[src/rtl/mem_arbiter.sv]
// Memory-side arbiter: serves data-cache and instruction-cache requests on one RAM port,
// data first, with one-cycle wait release and per-source completion counters.
module mem_arbiter #(
    parameter int ADDR_W = 32,
    parameter int DATA_W = 32,
    parameter int CNT_W  = 32
) (
    input  logic              CLK,
    input  logic              RST,
    input  logic              iREN,
    input  logic [ADDR_W-1:0] iaddr,
    output logic              iwait,
    output logic [DATA_W-1:0] iload,
    input  logic              dREN,
    input  logic              dWEN,
    input  logic [ADDR_W-1:0] daddr,
    input  logic [DATA_W-1:0] dstore,
    output logic              dwait,
    output logic [DATA_W-1:0] dload,
    output logic              ramREN,
    output logic              ramWEN,
    output logic [ADDR_W-1:0] ramaddr,
    output logic [DATA_W-1:0] ramstore,
    input  logic [DATA_W-1:0] ramload,
    input  logic              ram_ready,
    output logic [CNT_W-1:0]  icount,
    output logic [CNT_W-1:0]  dcount
);

    typedef enum logic [1:0] {
        IDLE  = 2'd0,
        D_ACC = 2'd1,
        I_ACC = 2'd2
    } state_t;

    state_t             state_q, state_d;
    logic [ADDR_W-1:0]  addr_q, addr_d;
    logic [DATA_W-1:0]  store_q, store_d;
    logic               wr_q, wr_d;
    logic [CNT_W-1:0]   icount_q, icount_d;
    logic [CNT_W-1:0]   dcount_q, dcount_d;

    always_ff @(posedge CLK) begin
        if (RST) begin
            state_q  <= IDLE;
            addr_q   <= '0;
            store_q  <= '0;
            wr_q     <= 1'b0;
            icount_q <= '0;
            dcount_q <= '0;
        end else begin
            state_q  <= state_d;
            addr_q   <= addr_d;
            store_q  <= store_d;
            wr_q     <= wr_d;
            icount_q <= icount_d;
            dcount_q <= dcount_d;
        end
    end

    always_comb begin
        state_d  = state_q;
        addr_d   = addr_q;
        store_d  = store_q;
        wr_d     = wr_q;
        icount_d = icount_q;
        dcount_d = dcount_q;
        iwait    = 1'b1;
        dwait    = 1'b1;
        iload    = '0;
        dload    = '0;
        ramREN   = 1'b0;
        ramWEN   = 1'b0;

        unique case (state_q)
            IDLE: begin
                if (dREN || dWEN) begin
                    state_d = D_ACC;
                    addr_d  = daddr;
                    store_d = dstore;
                    wr_d    = dWEN;
                end else if (iREN) begin
                    state_d = I_ACC;
                    addr_d  = iaddr;
                    store_d = dstore;
                    wr_d    = 1'b0;
                end
            end
            D_ACC: begin
                // A dropped request aborts immediately: strobes never reach the RAM this cycle.
                if (!(dREN || dWEN)) begin
                    state_d = IDLE;
                end else begin
                    ramREN = !wr_q;
                    ramWEN = wr_q;
                    if (ram_ready) begin
                        dwait    = 1'b0;
                        dload    = ramload;
                        dcount_d = dcount_q + 1'b1;
                        state_d  = IDLE;
                    end
                end
            end
            I_ACC: begin
                if (!iREN) begin
                    state_d = IDLE;
                end else begin
                    ramREN = 1'b1;
                    if (ram_ready) begin
                        iwait    = 1'b0;
                        iload    = ramload;
                        icount_d = icount_q + 1'b1;
                        state_d  = IDLE;
                    end
                end
            end
            default: state_d = IDLE;
        endcase
    end

    assign ramaddr  = addr_q;
    assign ramstore = store_q;
    assign icount   = icount_q;
    assign dcount   = dcount_q;

endmodule

[config.mk]
export PLATFORM = sky130hd
export DESIGN_NAME = mem_arbiter
export DESIGN_NICKNAME = d
export VERILOG_FILES = /design/src/rtl/mem_arbiter.sv
export SDC_FILE = /design/constraint.sdc
export NUM_CORES = 1
export LEC_CHECK = 0
export BUFFER_PORTS_ARGS = -buffer_cell sky130_fd_sc_hd__buf_2
export CELL_PAD_IN_SITES_DETAIL_PLACEMENT = 0
export CELL_PAD_IN_SITES_GLOBAL_PLACEMENT = 1
export CORE_ASPECT_RATIO = 0.5
export CORE_MARGIN = 5
export CORE_UTILIZATION = 28
export CTS_CLUSTER_DIAMETER = 150
export CTS_CLUSTER_SIZE = 28
export DETAILED_ROUTE_END_ITERATION = 8
export PLACE_DENSITY_LB_ADDON = 0.08
export SLEW_MARGIN = 20
export SYNTH_ARGS = -nofsm -noshare
export SYNTH_HDL_FRONTEND = slang
export SYNTH_SLANG_ARGS = --single-unit
[constraint.sdc]
create_clock -name CLK -period 2.2 [get_ports CLK]
set_input_delay 0.66 -clock CLK [delete_from_list [all_inputs] [get_ports CLK]]
set_output_delay 0.66 -clock CLK [all_outputs]
set_load 0.05 [all_outputs]
==> metrics.txt <==
die height=about 120 um; clock network power share=0.449; worst hold path type=reg -> reg; global-route wire length before repair=36500 um; GRT overflow=0; RSZ-0062 raised after global routing=yes; nets=1279; maximum vdd drop=385 uV; antenna viol nets, final=0; residual DRC count=0; Final min period=2.37 ns; vias in the first global route=6750; Final Hold Fails=0; P_sw=0.00217 W; Tightest Pin Transition=0.385 ns; fmax=between 400 and 500 MHz; Synth Area in Compound Gates=0.162; via count=around 7000; Final period util=1.08; syn avg cell area=7.93 um2; FF-to-FF path depth=7; RR Startpoint=state_q[1]$_SDFFE_PP0P_; FFs w/ async S/R, synth=0; hold depth=2; Die Span X=220 um; Clock transition at path regs=approximately 0.050 ns; WP data arrival=1.71 ns; YS warnings=0; leading area contributor after synthesis=dfxtp_1; final total power=between 0.007 and 0.008 W; Core Box Area=0.0217 mm2; Cell Int Power=about 0.0051 W; PortBufs=329; WL met3=approximately 1400 um; max_slew headroom=0.743; initial antenna violation count=0; Critical-path top delay cell=dfxtp_2; CP bufs+invs=3; clock sink total=131; overall global routing resource usage=0.180; final WL=~24000 um; critical path cell sequence=buf_4 > ha_4 > o211a_4 > buf_12 > and2_2 > buf_6; part of the Yosys area used for sequential elements=0.423; Sw Share=0.297; n_diodes=0; max-slew violations=0; CTS max path bufs=2; Setup crit end kind=primary output; area grow syn2layout=66.6%; 1st-pass router iterations=4; Clock Skews=between 0.01 and 0.015 ns; Synth Area in XOR/XNOR=0.0325; Setup WS post-layout=-0.168 ns; Comb pwr share=0.200; crit-path max FO=17; final instance area=0.0103 mm2; EDFF count, synth=0; syn nets=922; final setup fails=between 60 and 70; hold path endpoint=ramstore[5]$_SDFFE_PP0P_; Cells after Synth=781; #FFs+latches synth=131; # IOs=330; main combinational cell family by area after synthesis=simple AND/OR/NAND/NOR gates; Post-Synth Adder-Cell Area=0.0141; Min-Delay Startpoint=ramstore[5]$_SDFFE_PP0P_; Pleak=between 4 and 5 nW; CTS Root Cell=clkbuf_16; CTS tree=built; largest stage delay on the critical path=0.32 ns; GPL Wtd Cong=around 0.74; WHS=0.448 ns; Die ar.=0.0254 mm2; met2 wire len=between 10000 and 15000 um; failing checks=setup timing; ys flop type=dfxtp_1; layout cells sized above 1=0.467; Distinct cells, synth=39; CTS Buf Count=17; WP data required=approximately 1.5 ns; WL met1=between 10000 and 15000 um; post-synthesis mux area share=0.00525; Wirelength per Cell=16.3 um; max cap viols=0; H-tree depth=4; initial core utilization=0.285; # rows=38; Reg2Reg Setup Slack=about 0.08 ns; initial DRC count=421; WS Path Type=reg -> out; hpwl dp=16800 um; RR Endpoint=dcount[24]$_SDFFE_PP0P_; Vias/cell=4.82; status=complete, but fails checks; crit start category=flip-flop; area of the mapped netlist=0.00620 mm2; pin count of the biggest net entering global routing=69; placed inst area=slightly below 0.009 mm2; post-synthesis simple-gate area fraction=0.319; Area contributors post-synth=dfxtp_1 42%, nand2_1 9.1%, and2_1 6.6%, a21oi_1 5.8%, a311oi_1 4.5%; highest metal used=met4; pwr dens=a little over 700 mW/mm2; Top delay family on crit path=buffers and inverters; sequential power share=0.352; Synth top area share=0.423; Worst-Skew Late Latency=0.42 ns; FILL cells=2217
synth_stat cells (all sizes together) (12+ instances only):
master,n
o21ai,14
xor2,12
clkbuf,47
nor2,60
or4,34
and2,65
dfxtp,131
o31ai,29
nand4,17
a21oi,72
nand2,150
nand3,25
a311oi,32
cell type report:
cell class | count | area, um2 | share of cell area
sequential | 131 | 2650 | 0.257
clock inverter | 12 | 228 | 0.0220
tap | 300 | 375 | 0.0363
inverter | 11 | 46.3 | 0.00448
clock buffer | 20 | 447 | 0.0433
timing repair buffer | 396 | 3010 | 0.291
multi-input combinational | 581 | 3570 | 0.346
worst register-to-register path: stages, from the launching register on:
cell       delay, ns
dfxtp_4         0.36
inv_2           0.08
ha_4            0.15
buf_4           0.13
o2111ai_4       0.15
or4_4           0.61
or4_1           0.43
a21oi_2         0.14
worst max path at each step:
stage	cells past startpoint	start	slack, ns	end
after floorplan	5	ram_ready	-0.01	iload[10]
after global placement	5	dWEN	-0.11	dcount[31]$_SDFFE_PP0P_
after detailed placement	5	dWEN	-0.14	dload[4]
after CTS	6	state_q[0]$_SDFFE_PP0P_	-0.20	dload[0]
after global routing	6	state_q[1]$_SDFFE_PP0P_	-0.23	iload[21]
final	6	state_q[0]$_SDFFE_PP0P_	-0.17	dload[0]
timing repair:
item                                    CTS  global route
gates resized for setup                 221            10
setup buffers                             9             1
pin swaps                                11             6
gates cloned                              4             0
hold buffers                              0             0
endpoints found under the setup margin   71            74
kinds of logic (layout without fill, tap and decap cells):
group | count (synthesis) | in the layout
buffers and inverters | 69 | 439
adder cells (fa/ha/maj) | 7 | 7
flip-flops | 131 | 131
AO/OA/AOI/OAI | 154 | 154
XOR/XNOR | 23 | 23
AND/OR/NAND/NOR | 394 | 394
multiplexers | 3 | 3
power by group through the flow:
stage / clock [W] / sequential (W) / combinational [W]
floorplan: 0 / 0.00306 / 0.000487
global placement: 0 / 0.00261 / 0.00137
detailed placement: 0 / 0.00262 / 0.00137
CTS: 0.00336 / 0.00257 / 0.00147
global route: 0.00347 / 0.00259 / 0.00156
finish: 0.00328 / 0.00257 / 0.00146
registers in the layout (all words and copies together) (netlist names):
| signal | flops |
|---|---|
| ramstore | 32 |
| dcount | 32 |
| icount | 32 |
| ramaddr | 32 |
| state_q | 2 |
| wr_q | 1 |
cell usage in the layout (no fill, tap or decap), types with 17 or more instances in the layout:
master and instances:
dfxtp_2 19, a21oi_1 70, buf_2 260, buf_4 54
dfxtp_1 111, buf_8 63, a311oi_1 32, nand2_1 149
or4_1 30, clkbuf_16 17, and2_4 62, nor2_1 59
o31ai_1 29, nand3_1 24
layer usage:
| layer | track usage | vias to the layer above |
|---|---|---|
| met3 | 0.0558 | 20 |
| li1 | - | 3479 |
| met1 | 0.224 | 3323 |
| met5 | 0 | - |
| met4 | 0.0486 | 0 |
| met2 | 0.305 | 165 |
metrics by stage:
| step | instances | TNS [ns] | setup slack [ns] | utilization |
|---|---|---|---|---|
| after CTS | 1451 | -11.12 | -0.200 | 0.474 |
| after detailed placement | 1407 | -8.51 | -0.136 | 0.401 |
| after global placement | 1407 | -7.00 | -0.115 | 0.401 |
| after floorplan | 781 | -0.358 | -0.00981 | - |
| after global routing | 1451 | -12.88 | -0.227 | 0.475 |
| final | 1451 | -8.53 | -0.168 | 0.475 |
Note: power is estimated with default switching activity, not from simulation.
